<file path="config.mk">
export PLATFORM = sky130hd
export DESIGN_NAME = vector_conversion_sequencer_flat
export DESIGN_NICKNAME = d
export VERILOG_FILES = /design/src/rtl/vector_conversion_sequencer_if.sv /design/src/rtl/vector_conversion_sequencer.sv /design/src/flat_wrapper.sv
export SDC_FILE = /design/constraint.sdc
export NUM_CORES = 1
export LEC_CHECK = 0
export ABC_AREA = 1
export CAP_MARGIN = 20
export CORE_AREA = 2 2 144 146
export DETAILED_ROUTE_END_ITERATION = 12
export DIE_AREA = 0 0 146 148
export HOLD_SLACK_MARGIN = 0.15
export SLEW_MARGIN = 20
export SYNTH_ARGS = -nofsm -noshare
export SYNTH_HDL_FRONTEND = slang
export SYNTH_SLANG_ARGS = --single-unit
export TNS_END_PERCENT = 10
</file>
<file path="constraint.sdc">
create_clock -name clock -period 7.7 [get_ports clock]
set_input_delay 2.31 -clock clock [delete_from_list [all_inputs] [get_ports clock]]
set_output_delay 2.31 -clock clock [all_outputs]
set_load 0.01 [all_outputs]
</file>
<file path="src/rtl/vector_conversion_sequencer_if.sv">
// ---------------------------------------------------------------------------
// vector_conversion_sequencer_if
//
// Purpose:
//   Bundles every non-clock/reset signal of the vector conversion sequencer:
//   the issue-side request handshake, the vector register file read and
//   write ports, the conversion unit operand/result pair and the completion
//   pulse.
//
// Modports:
//   slave  - the sequencer itself (takes requests, drives the RF and CU ports)
//   master - the surrounding environment (issue, register file, conversion unit)
//
// Signal summary:
//   request_valid / request_ready      instruction handshake
//   request_conversion_mode            conversion mode
//   request_sign_mode                  1 = signed
//   request_widening                   1 = mode produces vd and vd_high
//   request_word_count                 number of source words to process
//   request_vs2_base / request_vd_base source / destination register
//   rf_read_enable / rf_read_address   register file read port
//   rf_read_data                       read data, valid one cycle after the strobe
//   cu_conversion_mode / cu_sign_mode  registered controls to the conversion unit
//   cu_vs2                             operand register to the conversion unit
//   cu_vd / cu_vd_high                 conversion unit results (combinational)
//   rf_write_enable / rf_write_address / rf_write_data  register file write port
//   done                               one-cycle completion pulse
//   busy_cycles                        only with CONVERSION_SEQUENCER_PERF_COUNTER_EN
// ---------------------------------------------------------------------------
interface vector_conversion_sequencer_if #(
    parameter int WORD_INDEX_WIDTH      = 3,
    parameter int REGISTER_INDEX_WIDTH  = 5,
    parameter int CONVERSION_MODE_WIDTH = 4
);
    localparam int AW = REGISTER_INDEX_WIDTH + WORD_INDEX_WIDTH;

    logic                             request_valid;
    logic                             request_ready;
    logic [CONVERSION_MODE_WIDTH-1:0] request_conversion_mode;
    logic                             request_sign_mode;
    logic                             request_widening;
    logic [WORD_INDEX_WIDTH:0]        request_word_count;
    logic [REGISTER_INDEX_WIDTH-1:0]  request_vs2_base;
    logic [REGISTER_INDEX_WIDTH-1:0]  request_vd_base;

    logic                             rf_read_enable;
    logic [AW-1:0]                    rf_read_address;
    logic [63:0]                      rf_read_data;

    logic [CONVERSION_MODE_WIDTH-1:0] cu_conversion_mode;
    logic                             cu_sign_mode;
    logic [63:0]                      cu_vs2;
    logic [63:0]                      cu_vd;
    logic [63:0]                      cu_vd_high;

    logic                             rf_write_enable;
    logic [AW-1:0]                    rf_write_address;
    logic [63:0]                      rf_write_data;

    logic                             done;

`ifdef CONVERSION_SEQUENCER_PERF_COUNTER_EN
    logic [31:0]                      busy_cycles;
`endif

    // The sequencer's view of the bundle.
    modport slave (
`ifdef CONVERSION_SEQUENCER_PERF_COUNTER_EN
        output busy_cycles,
`endif
        input  request_valid, request_conversion_mode, request_sign_mode,
        input  request_widening, request_word_count, request_vs2_base, request_vd_base,
        output request_ready,
        output rf_read_enable, rf_read_address,
        input  rf_read_data,
        output cu_conversion_mode, cu_sign_mode, cu_vs2,
        input  cu_vd, cu_vd_high,
        output rf_write_enable, rf_write_address, rf_write_data,
        output done
    );

    // The environment's view: issue, register file and conversion unit.
    modport master (
`ifdef CONVERSION_SEQUENCER_PERF_COUNTER_EN
        input  busy_cycles,
`endif
        output request_valid, request_conversion_mode, request_sign_mode,
        output request_widening, request_word_count, request_vs2_base, request_vd_base,
        input  request_ready,
        input  rf_read_enable, rf_read_address,
        output rf_read_data,
        input  cu_conversion_mode, cu_sign_mode, cu_vs2,
        output cu_vd, cu_vd_high,
        input  rf_write_enable, rf_write_address, rf_write_data,
        input  done
    );
endinterface

</file>
<file path="src/rtl/vector_conversion_sequencer.sv">
// ---------------------------------------------------------------------------
// vector_conversion_sequencer
//
// Purpose:
//   Walks one conversion instruction across a whole vector register group.
//   For each source word it reads the register file, hands the word to the
//   conversion unit and writes back one result word (narrow / same width) or
//   two result words (widening: vd then vd_high). A one-cycle done pulse
//   marks completion.
//
// Ports:
//   clock  - system clock
//   reset  - asynchronous, active-high reset
//   bus    - vector_conversion_sequencer_if.slave (request handshake,
//            register file read/write ports, conversion unit ports, done)
//
// Optional feature:
//   Define CONVERSION_SEQUENCER_PERF_COUNTER_EN to add bus.busy_cycles, a
//   saturating 32-bit count of cycles spent outside IDLE.
//
// Addresses are flat word addresses {register, word} and wrap modulo the
// register file size; MAX_WORDS must equal 2**WORD_INDEX_WIDTH.
// ---------------------------------------------------------------------------
module vector_conversion_sequencer #(
    parameter int MAX_WORDS             = 8,
    parameter int WORD_INDEX_WIDTH      = 3,
    parameter int REGISTER_INDEX_WIDTH  = 5,
    parameter int CONVERSION_MODE_WIDTH = 4
) (
    input logic                         clock,
    input logic                         reset,
    vector_conversion_sequencer_if.slave bus
);
    localparam int CW = WORD_INDEX_WIDTH + 1;
    localparam int AW = REGISTER_INDEX_WIDTH + WORD_INDEX_WIDTH;

    typedef enum logic [2:0] {
        IDLE,
        READ,
        CONVERT,
        WRITE_LOW,
        WRITE_HIGH,
        DONE
    } state_t;

    state_t                           state_q;
    logic [WORD_INDEX_WIDTH-1:0]      wordIndex_q;
    logic [CW-1:0]                    lastIndex_q;
    logic                             widening_q;
    logic [REGISTER_INDEX_WIDTH-1:0]  vs2Base_q;
    logic [REGISTER_INDEX_WIDTH-1:0]  vdBase_q;
    logic [CONVERSION_MODE_WIDTH-1:0] cuMode_q;
    logic                             cuSign_q;
    logic [63:0]                      cuVs2_q;
    logic                             ready_q;
    logic                             readEn_q;
    logic [AW-1:0]                    readAddr_q;
    logic                             writeEn_q;
    logic                             writeHigh_q;
    logic [AW-1:0]                    writeAddr_q;
    logic                             done_q;

    logic [CW-1:0]                    clampedCount;
    logic [CW-1:0]                    countMinusOne;
    logic [WORD_INDEX_WIDTH-1:0]      nextIndex;
    logic [AW-1:0]                    firstReadAddr;
    logic [AW-1:0]                    nextReadAddr;
    logic [AW-1:0]                    narrowWriteAddr;
    logic [AW-1:0]                    wideLowAddr;
    logic [AW-1:0]                    wideHighAddr;

    // Oversized word counts are clamped to a full register group; the last
    // source index is kept one bit wider so it can be compared directly.
    // Address arithmetic is plain AW-bit addition, so running past the last
    // register simply wraps to word 0.
    assign clampedCount    = (bus.request_word_count > CW'(MAX_WORDS)) ? CW'(MAX_WORDS)
                                                                       : bus.request_word_count;
    assign countMinusOne   = clampedCount - CW'(1);
    assign nextIndex       = wordIndex_q + WORD_INDEX_WIDTH'(1);
    assign firstReadAddr   = {bus.request_vs2_base, {WORD_INDEX_WIDTH{1'b0}}};
    assign nextReadAddr    = {vs2Base_q, nextIndex};
    assign narrowWriteAddr = {vdBase_q, wordIndex_q};
    assign wideLowAddr     = {vdBase_q, {WORD_INDEX_WIDTH{1'b0}}} + AW'({wordIndex_q, 1'b0});
    assign wideHighAddr    = wideLowAddr + AW'(1);

    // Main sequencer FSM. Every strobe and address is registered on the edge
    // that enters the state using it, so the outputs are glitch-free and
    // line up with the state they belong to. The operand register is loaded
    // at the end of CONVERT, which is the cycle the register file returns data.
    always_ff @(posedge clock or posedge reset) begin
        if (reset) begin
            state_q     <= IDLE;
            wordIndex_q <= '0;
            lastIndex_q <= '0;
            widening_q  <= 1'b0;
            vs2Base_q   <= '0;
            vdBase_q    <= '0;
            cuMode_q    <= '0;
            cuSign_q    <= 1'b0;
            cuVs2_q     <= '0;
            ready_q     <= 1'b1;
            readEn_q    <= 1'b0;
            readAddr_q  <= '0;
            writeEn_q   <= 1'b0;
            writeHigh_q <= 1'b0;
            writeAddr_q <= '0;
            done_q      <= 1'b0;
        end else begin
            readEn_q    <= 1'b0;
            readAddr_q  <= '0;
            writeEn_q   <= 1'b0;
            writeHigh_q <= 1'b0;
            writeAddr_q <= '0;
            done_q      <= 1'b0;
            case (state_q)
                IDLE: begin
                    if (bus.request_valid && ready_q) begin
                        ready_q     <= 1'b0;
                        cuMode_q    <= bus.request_conversion_mode;
                        cuSign_q    <= bus.request_sign_mode;
                        widening_q  <= bus.request_widening;
                        vs2Base_q   <= bus.request_vs2_base;
                        vdBase_q    <= bus.request_vd_base;
                        lastIndex_q <= countMinusOne;
                        wordIndex_q <= '0;
                        if (clampedCount == '0) begin
                            state_q <= DONE;
                            done_q  <= 1'b1;
                        end else begin
                            state_q    <= READ;
                            readEn_q   <= 1'b1;
                            readAddr_q <= firstReadAddr;
                        end
                    end
                end
                READ: begin
                    state_q <= CONVERT;
                end
                CONVERT: begin
                    cuVs2_q     <= bus.rf_read_data;
                    state_q     <= WRITE_LOW;
                    writeEn_q   <= 1'b1;
                    writeAddr_q <= widening_q ? wideLowAddr : narrowWriteAddr;
                end
                WRITE_LOW: begin
                    if (widening_q) begin
                        state_q     <= WRITE_HIGH;
                        writeEn_q   <= 1'b1;
                        writeHigh_q <= 1'b1;
                        writeAddr_q <= wideHighAddr;
                    end else if ({1'b0, wordIndex_q} == lastIndex_q) begin
                        state_q <= DONE;
                        done_q  <= 1'b1;
                    end else begin
                        wordIndex_q <= nextIndex;
                        state_q     <= READ;
                        readEn_q    <= 1'b1;
                        readAddr_q  <= nextReadAddr;
                    end
                end
                WRITE_HIGH: begin
                    if ({1'b0, wordIndex_q} == lastIndex_q) begin
                        state_q <= DONE;
                        done_q  <= 1'b1;
                    end else begin
                        wordIndex_q <= nextIndex;
                        state_q     <= READ;
                        readEn_q    <= 1'b1;
                        readAddr_q  <= nextReadAddr;
                    end
                end
                DONE: begin
                    state_q <= IDLE;
                    ready_q <= 1'b1;
                end
                default: begin
                    state_q <= IDLE;
                    ready_q <= 1'b1;
                end
            endcase
        end
    end

    // Write data has to follow the conversion unit combinationally because
    // the unit's operand only settles on the edge that enters WRITE_LOW.
    assign bus.rf_write_data      = writeEn_q ? (writeHigh_q ? bus.cu_vd_high : bus.cu_vd) : 64'd0;
    assign bus.request_ready      = ready_q;
    assign bus.rf_read_enable     = readEn_q;
    assign bus.rf_read_address    = readAddr_q;
    assign bus.cu_conversion_mode = cuMode_q;
    assign bus.cu_sign_mode       = cuSign_q;
    assign bus.cu_vs2             = cuVs2_q;
    assign bus.rf_write_enable    = writeEn_q;
    assign bus.rf_write_address   = writeAddr_q;
    assign bus.done               = done_q;

`ifdef CONVERSION_SEQUENCER_PERF_COUNTER_EN
    logic [31:0] busyCycles_q;

    // Counts every cycle spent outside IDLE (DONE included) and sticks at
    // all-ones instead of wrapping.
    always_ff @(posedge clock or posedge reset) begin
        if (reset) begin
            busyCycles_q <= '0;
        end else if ((state_q != IDLE) && (busyCycles_q != 32'hFFFF_FFFF)) begin
            busyCycles_q <= busyCycles_q + 32'd1;
        end
    end

    assign bus.busy_cycles = busyCycles_q;
`endif

endmodule

</file>
<file path="src/flat_wrapper.sv">
// flat-port wrapper written by rule: the top's interface ports become plain ports
module vector_conversion_sequencer_flat 
#(
    parameter int MAX_WORDS             = 8,
    parameter int WORD_INDEX_WIDTH      = 3,
    parameter int REGISTER_INDEX_WIDTH  = 5,
    parameter int CONVERSION_MODE_WIDTH = 4
)
  (clock, reset, bus_request_valid, bus_request_conversion_mode, bus_request_sign_mode, bus_request_widening, bus_request_word_count, bus_request_vs2_base, bus_request_vd_base, bus_request_ready, bus_rf_read_enable, bus_rf_read_address, bus_rf_read_data, bus_cu_conversion_mode, bus_cu_sign_mode, bus_cu_vs2, bus_cu_vd, bus_cu_vd_high, bus_rf_write_enable, bus_rf_write_address, bus_rf_write_data, bus_done);
  vector_conversion_sequencer_if #(.WORD_INDEX_WIDTH(WORD_INDEX_WIDTH), .REGISTER_INDEX_WIDTH(REGISTER_INDEX_WIDTH), .CONVERSION_MODE_WIDTH(CONVERSION_MODE_WIDTH)) bus_i ();
  input logic clock;
  input logic reset;
  input wire logic [$bits(bus_i.request_valid)-1:0] bus_request_valid;
  input wire logic [$bits(bus_i.request_conversion_mode)-1:0] bus_request_conversion_mode;
  input wire logic [$bits(bus_i.request_sign_mode)-1:0] bus_request_sign_mode;
  input wire logic [$bits(bus_i.request_widening)-1:0] bus_request_widening;
  input wire logic [$bits(bus_i.request_word_count)-1:0] bus_request_word_count;
  input wire logic [$bits(bus_i.request_vs2_base)-1:0] bus_request_vs2_base;
  input wire logic [$bits(bus_i.request_vd_base)-1:0] bus_request_vd_base;
  output wire logic [$bits(bus_i.request_ready)-1:0] bus_request_ready;
  output wire logic [$bits(bus_i.rf_read_enable)-1:0] bus_rf_read_enable;
  output wire logic [$bits(bus_i.rf_read_address)-1:0] bus_rf_read_address;
  input wire logic [$bits(bus_i.rf_read_data)-1:0] bus_rf_read_data;
  output wire logic [$bits(bus_i.cu_conversion_mode)-1:0] bus_cu_conversion_mode;
  output wire logic [$bits(bus_i.cu_sign_mode)-1:0] bus_cu_sign_mode;
  output wire logic [$bits(bus_i.cu_vs2)-1:0] bus_cu_vs2;
  input wire logic [$bits(bus_i.cu_vd)-1:0] bus_cu_vd;
  input wire logic [$bits(bus_i.cu_vd_high)-1:0] bus_cu_vd_high;
  output wire logic [$bits(bus_i.rf_write_enable)-1:0] bus_rf_write_enable;
  output wire logic [$bits(bus_i.rf_write_address)-1:0] bus_rf_write_address;
  output wire logic [$bits(bus_i.rf_write_data)-1:0] bus_rf_write_data;
  output wire logic [$bits(bus_i.done)-1:0] bus_done;
  assign bus_i.request_valid = bus_request_valid;
  assign bus_i.request_conversion_mode = bus_request_conversion_mode;
  assign bus_i.request_sign_mode = bus_request_sign_mode;
  assign bus_i.request_widening = bus_request_widening;
  assign bus_i.request_word_count = bus_request_word_count;
  assign bus_i.request_vs2_base = bus_request_vs2_base;
  assign bus_i.request_vd_base = bus_request_vd_base;
  assign bus_request_ready = bus_i.request_ready;
  assign bus_rf_read_enable = bus_i.rf_read_enable;
  assign bus_rf_read_address = bus_i.rf_read_address;
  assign bus_i.rf_read_data = bus_rf_read_data;
  assign bus_cu_conversion_mode = bus_i.cu_conversion_mode;
  assign bus_cu_sign_mode = bus_i.cu_sign_mode;
  assign bus_cu_vs2 = bus_i.cu_vs2;
  assign bus_i.cu_vd = bus_cu_vd;
  assign bus_i.cu_vd_high = bus_cu_vd_high;
  assign bus_rf_write_enable = bus_i.rf_write_enable;
  assign bus_rf_write_address = bus_i.rf_write_address;
  assign bus_rf_write_data = bus_i.rf_write_data;
  assign bus_done = bus_i.done;
  vector_conversion_sequencer #(.MAX_WORDS(MAX_WORDS), .WORD_INDEX_WIDTH(WORD_INDEX_WIDTH), .REGISTER_INDEX_WIDTH(REGISTER_INDEX_WIDTH), .CONVERSION_MODE_WIDTH(CONVERSION_MODE_WIDTH)) u_core (.clock(clock), .reset(reset), .bus(bus_i));
endmodule
</file>
Word level (Yosys, flattened, before mapping)

Index checks and enable logic that the tools add are counted.

Bits in read-only memories: 0
Word-level logic and storage cells: 72
Bits in writable memories: 0
Memories: 0
Latch bits: 0
Bits of input ports: 215
Output and inout bits: 153
Register bits after elaboration: 111

Bitwise logic cells: 1
Reduce and logical (&&, ||, !) cells: 8
Equal/unequal tests: 7
Divide/modulo/power cells: 0
$mul: 0
Magnitude comparators: 1
Shift operators: 0
$add $sub $neg: 4
Multiplexer cells: 35

Operator list:

| kind                                                 | number |
|---|---|
| 2-to-1 mux 64 bit                                    | 2 |
| 2-to-1 mux 8 bit                                     | 6 |
| case mux 8 bit (3 select lines)                      | 1 |
| 2-to-1 mux 3 bit                                     | 7 |
| case mux 8 bit (2 select lines)                      | 1 |
| case mux 3 bit (5 select lines)                      | 1 |
| 2-to-1 mux 1 bit                                     | 11 |
| case mux 3 bit (3 select lines)                      | 1 |
| adder 8 x 1 -> 8 bit (second input constant)         | 1 |
| adder 8 x 4 -> 8 bit                                 | 1 |
| equality test 3 x 2 -> 1 bit (second input constant) | 2 |
| case mux 1 bit (3 select lines)                      | 2 |
| equality test 3 x 4 -> 1 bit                         | 1 |
| > comparator 4 bit (second input constant)           | 1 |
| logical NOT 4 bit                                    | 1 |
| 2-to-1 mux 4 bit                                     | 1 |
| case mux 1 bit (2 select lines)                      | 2 |
| AND reduction 2 bit                                  | 2 |
| OR reduction 4 bit                                   | 1 |
| subtractor 4 x 1 -> 4 bit (second input constant)    | 1 |
| adder 3 x 1 -> 3 bit (second input constant)         | 1 |
| equality test 3 x 1 -> 1 bit (second input constant) | 1 |
| equality test 3 bit (second input constant)          | 1 |
| logical NOT 3 bit                                    | 1 |
| other kinds (6)                                      | 6 |

Logic depth before layout (Yosys ltp)

Gate-level depths: netlist (run 1).

Word-level depth: 6
Depth in mapped cells: 10

Least setup slack after synthesis (run 1)

No wires, ideal clock.

Kind: input -> output
From: in bus_cu_vd[62]
To: out bus_rf_write_data[62]
Path slack: 2.841 ns
Path buffers: 0
Arrival: 2.549 ns
Stages: 2
Path through: o21ai_0 > nor2_1

Cells in the longest elaborated chain, start to end: 2

Ends and longest elaborated chain:

| item                            | line                               | RTL |
|---|---|---|
| start, declared                 | flat_wrapper.sv:27                 | `input wire logic [$bits(bus_i.cu_vd)-1:0] bus_cu_vd;` |
| 2-to-1 mux 64 bit (2 in series) | vector_conversion_sequencer.sv:186 | `assign bus.rf_write_data = writeEn_q ? (writeHigh_q ? bus.cu_vd_high : bus.cu_vd) : 64'd0;` |
| end, declared                   | flat_wrapper.sv:31                 | `output wire logic [$bits(bus_i.rf_write_data)-1:0] bus_rf_write_data;` |

Every way passes these cells.

Final worst setup path (run 1)

From: in bus_cu_vd[34]
To: out bus_rf_write_data[34]

The elaborated chain is that of the path after synthesis.

==> results of run 1 <==
placed cells by master (no fill, tap or decap), types with 2 or more instances in the layout:
cell and count:
o21ai_0 74, ha_1 4, clkdlybuf4s50_1 367, nand2_1 289, nand2_2 2, nor3_1 2, nor2_2 3, dfrtp_1 109
nand3_1 14, o21ai_1 6, nor2_1 136, inv_6 2, a21oi_1 9, buf_4 4, a22oi_1 2, inv_1 16
inv_2 5, clkbuf_16 9
cell type report:
cell class	count	share of cell area (%)
flip-flops and latches	111	29.3
clock inverters	6	0.790
repair buffers	371	39.0
clock buffers	10	2.41
inverters	23	0.948
well taps	270	3.56
multi-input cells	547	24.0
cells in the mapped netlist, types with 2 or more instances:
master,instances,area [µm²]
nor3_1,2,10.0
nand3_1,14,70.1
ha_1,4,50.1
inv_1,17,63.8
a22oi_1,2,15.0
nand2_2,2,12.5
o21ai_1,6,30.0
a21oi_1,9,45.0
inv_2,6,22.5
nor2_1,136,510
buf_6,5,56.3
buf_1,3,11.3
o21ai_0,74,370
buf_4,5,37.5
nor2_2,3,18.8
dfrtp_1,110,2750
nand2_1,289,1080
clkbuf_1,18,67.6
buf_2,8,40.0
report_power, final:
group          internal (mW)  switching [mW]
Combinational          0.851           0.915
Clock                  0.258           0.226
Sequential             0.846           0.177
Total                   1.96            1.32
sequential cells by signal (all words and copies together), names as in the netlist:
signal,flops
u_core.bus.cu_conversion_mode,4
u_core.bus.cu_sign_mode,1
u_core.bus.cu_vs2,64
u_core.bus.done,1
u_core.bus.request_ready,1
u_core.bus.rf_read_address,8
u_core.bus.rf_read_enable,1
u_core.bus.rf_write_address,8
u_core.bus.rf_write_enable,1
u_core.lastIndex_q,4
u_core.state_q,3
u_core.vdBase_q,5
u_core.vs2Base_q,5
u_core.widening_q,1
u_core.wordIndex_q,3
u_core.writeHigh_q,1
worst max path at each step:
| stage | startpoint | end | cells past startpoint |
|---|---|---|---|
| after CTS | bus_cu_vd[34] | bus_rf_write_data[34] | 4 |
| after detailed placement | bus_cu_vd[34] | bus_rf_write_data[34] | 4 |
| after global placement | bus_cu_vd[34] | bus_rf_write_data[34] | 4 |
| after floorplan | reset | u_core.bus.cu_conversion_mode[0]$_DFFE_PP0P_ | 1 |
| final | bus_cu_vd[34] | bus_rf_write_data[34] | 4 |
| after global routing | bus_cu_vd[34] | bus_rf_write_data[34] | 4 |
worst max-delay path: cells and delay by family:
family                 cells  cell delay (ns)
AOI/OAI and AO/OA          1             0.07
buffers and inverters      2             1.13
and+or+nand+nor            1             0.22
kinds of logic after synthesis:
group | after synthesis
AO/OA/AOI/OAI | 92
XOR/XNOR | 2
adder cells (fa/ha/maj) | 4
buffers and inverters | 62
flip-flops | 111
AND/OR/NAND/NOR | 449
layer usage:
metal | vias to the layer above | share of wire [%] | routed length (µm)
met1 | 2588 | 41 | 9040
met4 | 0 | 3.1 | 669
met2 | 223 | 49 | 10700
met5 | - | 0 | 0
li1 | 2918 | - | -
met3 | 28 | 6.8 | 1480
metrics by stage:
step / instance area (µm²) / util [%] / total power, mW / hold slack [ns]
5_1_grt: 9500 / 47.4 / 3.53 / 0.499
2_1_floorplan: 5360 / - / 1.86 / 0.443
6_report: 9500 / 47.4 / 3.27 / 0.475
4_1_cts: 9500 / 47.4 / 3.32 / 0.476
3_5_place_dp: 9190 / 45.9 / 2.82 / 0.459
3_3_place_gp: 9190 / 45.9 / 2.80 / 0.453
==> impl_metrics.json, run 1 <==
{
  "outcome": "completed",
  "grt_util_met2_pct": 33.6,
  "synth_edf_count": 0,
  "drt_iter0_markers": 322,
  "worstHoldPathCells": 2,
  "grt_max_degree": 70,
  "avgSynthCellArea_um2": 7.45,
  "via_count": 5757,
  "cts_buffers": 9,
  "syn_nets": 939,
  "finalHoldViolations": 0,
  "ctsHoldBuffers": 0,
  "clockBufferDepth": 2,
  "start_util_pct": 26.8,
  "cpMaxStageDelayCell": "clkdlybuf4s50_1",
  "post_cts_resized": 0,
  "synth_cells": 720,
  "vdd_drop_max_mv": 0.272,
  "rsz0062_at_grt": "no",
  "via_per_inst": 4.30,
  "grt_overflow": 0,
  "tightest_slew_ns": 0.993,
  "arrival_ns": 3.74,
  "leakagePower_nw": 4.42,
  "synth_top_family_by_area": "simple AND/OR/NAND/NOR gates",
  "rows": 52,
  "reg2regPathDepth": 5,
  "post_cts_buffers": 0,
  "min_period_ns": 6.05,
  "synthesis.area_um2": 5360,
  "dieWidth_um": 146,
  "antenna_found_initial": 0,
  "cts_tree": "done",
  "grt_pass1_wl_um": 32900,
  "setup_tns_ns": 0,
  "grt-busiest-layer": "met2",
  "stdcell_count": 1338,
  "area.sequential_um2": 2780,
  "final_layout_size_suffix_gt1_share_pct": 3.46,
  "synth-seq-cells": 111,
  "crit_required_ns": 5.39,
  "worst-setup-path-type": "in -> out",
  "synth-adder-area-share_pct": 0.933,
  "reg2reg_from": "u_core.bus.request_ready$_DFFE_PP1P_",
  "grt_pass1_vias": 5606,
  "boundaryPins": 368,
  "routabilityCongestion": 0.789,
  "diodes": 0,
  "met3_usage_pct": 4.81,
  "use_met1_pct": 23.6,
  "path_clk_slew_ns": 0.07,
  "yosysSeqAreaShare_pct": 51.8,
  "slowest_delay_ns": 0.68,
  "multi_input_comb_area_um2": 2280,
  "timing.final.crit_share_pct": 78.5,
  "drc": 0,
  "power_density_nw_per_um2": 345,
  "hold_path_end": "u_core.bus.cu_conversion_mode[1]$_DFFE_PP0P_",
  "area_growth_pct": 77.2,
  "min-delay-start": "u_core.bus.cu_conversion_mode[1]$_DFFE_PP0P_",
  "async_flop_share_pct": 100,
  "worstSkewPairLatency_ns": 0.35,
  "r2r-end": "u_core.lastIndex_q[1]$_DFFE_PP0P_",
  "setup_slack_ns": 1.65,
  "synth_xor_area_share_pct": 0.327,
  "dpl.cell_count": 1322,
  "root_buffer": "clkbuf_16",
  "min_path_type": "reg -> reg",
  "avgRoutedWirePerCell_um": 16.4,
  "synthMuxAreaShare_pct": 0,
  "synthSimpleGateAreaFrac_pct": 32.4,
  "numPortBuffers": 367,
  "cpMostUsedCell": "clkdlybuf4s50_1",
  "cp-end-kind": "output port",
  "dr.pass1.iters": 4,
  "drt_wl_total_um": 21900,
  "synth_cell_types": 26,
  "setup_viol": 0,
  "hpwl_um": 16200,
  "skew_ns": 0.0130,
  "pre_cts_ws_ns": 1.63,
  "slew_violations": 0,
  "slew-limit-headroom_pct": 33.8,
  "cts_sinks": 111,
  "ys_warn_count": 0,
  "cp_max_fo": 1,
  "path_cells": "clkdlybuf4s50_1, o21ai_0, nor2_1, clkdlybuf4s50_1",
  "synth_compound_gate_area_share_pct": 8.89,
  "grt_usage_pct": 19.5,
  "max_freq_mhz": 165,
  "max_cap_viol_count": 0,
  "cp-start-kind": "input pin",
  "fillCellCount": 2016,
  "fin_nets": 1282,
  "die-area_um2": 21600,
  "timing.reg2reg.setup_slack_ns": 5.52,
  "core_um2": 20000,
  "synthFlopType": "dfrtp_1",
  "htree_levels": 3,
  "die_h_um": 148,
  "ant_nets": 0
}
Power figures use the tool's default switching activity.
==> run 2: changes to the inputs <==
Settings changed: CORE_AREA 2 2 144 146 to 2 2 145 147, DIE_AREA 0 0 146 148 to 0 0 147 149.
Clock period 7.7 ns to 6.16 ns, I/O delays scaled along.
==> run 2 against run 1 <==
  * Sequential power up 23%
  * Clock-buffer cell count grew 1
  * Clock skew barely moved
  * Die area increased by 1.4%
  * Critical path depth stayed put
  * Critical endpoint is now bus_rf_write_data[10]
==> impl_metrics.json, run 2 (synthesis gave the netlist of run 1 again) <==
{
  "drc": 0,
  "vdd_drop_max_mv": 0.317,
  "drt_wl_total_um": 21800,
  "cp-start-kind": "input pin",
  "cpMostUsedCell": "clkdlybuf4s50_1",
  "grt_max_degree": 70,
  "skew_ns": 0.0130,
  "final_cell_mix": "clkdlybuf4s50_1, nand2_1, nor2_1",
  "antenna_found_initial": 0,
  "cts_buffers": 9,
  "fin_nets": 1284,
  "grt_usage_pct": 18.7,
  "cts_sinks": 111,
  "final_common_cell": "clkdlybuf4s50_1",
  "outcome": "completed",
  "setup_slack_ns": 1.11,
  "max_freq_mhz": 198,
  "rsz0062_at_grt": "no",
  "cp_max_fo": 1,
  "dpl_cell_area_um2": 9220,
  "crit_family": "buffers and inverters",
  "crit_required_ns": 4.31,
  "die-area_um2": 21900,
  "power_density_nw_per_um2": 429,
  "area_growth_pct": 77.6,
  "core_um2": 20600,
  "min_period_ns": 5.05,
  "min_path_type": "reg -> reg",
  "path_buf_inv": 2,
  "grt_overflow": 0,
  "routabilityCongestion": 0.809,
  "leakagePower_nw": 4.43,
  "tightest_slew_ns": 0.875,
  "dieWidth_um": 147,
  "via_count": 5866,
  "design_area_um2": 9520,
  "setup_viol": 0,
  "pre_cts_ws_ns": 1.11,
  "finalHoldViolations": 0,
  "grt_pass1_vias": 5585,
  "path_cells": "clkdlybuf4s50_1, o21ai_0, nor2_1, clkdlybuf4s50_1",
  "fin_hold_ws_ns": 0.475,
  "ctsHoldBuffers": 0,
  "cp-end-kind": "output port",
  "worst-setup-path-type": "in -> out",
  "path_clk_slew_ns": 0.07,
  "avgRoutedWirePerCell_um": 16.2,
  "dr.pass1.iters": 4,
  "cts_tree": "done",
  "worstSkewPairLatency_ns": 0.35,
  "die_h_um": 149,
  "root_buffer": "clkbuf_16",
  "drt_iter0_markers": 228,
  "numPortBuffers": 367,
  "htree_levels": 3,
  "cpMaxStageDelayCell": "clkdlybuf4s50_1",
  "post_cts_resized": 0,
  "grt_pass1_wl_um": 31900,
  "final_layout_size_suffix_gt1_share_pct": 3.55,
  "clockBufferDepth": 2,
  "rows": 53,
  "boundaryPins": 368,
  "ant_nets": 0,
  "largest_register_ffs": 64,
  "setup_tns_ns": 0,
  "post_cts_buffers": 0,
  "via_per_inst": 4.36,
  "start_util_pct": 26.1,
  "slew-limit-headroom_pct": 41.4,
  "arrival_ns": 3.20,
  "timing.final.crit_share_pct": 81.9,
  "hpwl_um": 16100,
  "slew_violations": 0,
  "slowest_delay_ns": 0.62,
  "max_cap_viol_count": 0
}
-- run 2: changes by cell type in the layout (fill, tap and decap cells not counted), sizes merged --
cell,delta
clkinv,+1
buf,+2
inv,-1
clkinvlp,-1
diode,+1
clkbuf,+1
-- run 2: power by group --
group,switching (mW),internal (mW),total (mW)
Clock,0.277,0.322,0.598
Sequential,0.193,1.06,1.25
Combinational,1.17,1.06,2.24
-- run 2: per-stage QoR --
stage	util (%)	std cells	power (mW)
4_1_cts	46.3	1345	4.15
3_5_place_dp	44.8	1329	3.53
6_report	46.3	1346	4.09
5_1_grt	46.3	1345	4.39
3_3_place_gp	44.8	1329	3.51
2_1_floorplan	-	720	2.32
-- run 2: layout make-up --
| type | instances | area [µm²] |
|---|---|---|
| sequential | 111 | 2780 |
| fill | 2067 | 11000 |
| inverter | 23 | 91.3 |
| clock inverter | 5 | 67.6 |
| tap | 275 | 344 |
| timing repair buffer | 373 | 3720 |
| multi-input combinational | 547 | 2280 |
| clock buffer | 11 | 233 |
| antenna | 1 | 2.50 |
-- run 2: final timing paths --
| path | endpoint | start | slack [ns] | depth (start not counted) |
|---|---|---|---|---|
| worst max-delay path | bus_rf_write_data[10] | bus_cu_vd[10] | 1.11 | 4 |
| worst min-delay path | u_core.vs2Base_q[4]$_DFFE_PP0P_ | u_core.vs2Base_q[4]$_DFFE_PP0P_ | 0.48 | 2 |
| worst max register to register | u_core.bus.rf_read_address[7]$_DFF_PP0_ | u_core.bus.request_ready$_DFFE_PP1P_ | 3.97 | 6 |
| worst min register to register | u_core.vs2Base_q[4]$_DFFE_PP0P_ | u_core.vs2Base_q[4]$_DFFE_PP0P_ | 0.48 | 2 |
| max in group asynchronous | u_core.bus.cu_vs2[61]$_DFFE_PP0P_ | reset | 3.25 | 3 |
| min in group asynchronous | u_core.bus.cu_vs2[13]$_DFFE_PP0P_ | reset | 1.92 | 2 |
-- run 2: routing by layer --
layer  routed length [µm]  GRT usage [%]  vias up  part of all wire, %
li1                     -              -     2927                    -
met1                 8940           23.7     2685                   41
met2                10500           31.4      231                   48
met3                 1830           5.23       23                  8.4
met4                  524           5.72        0                  2.4
met5                    0              0        -                    0
-- run 2: tightest hold or removal path, stage by stage (launching register included) --
cell,delay (ns)
dfrtp_1,0.34
nand2_1,0.06
nand2_1,0.05
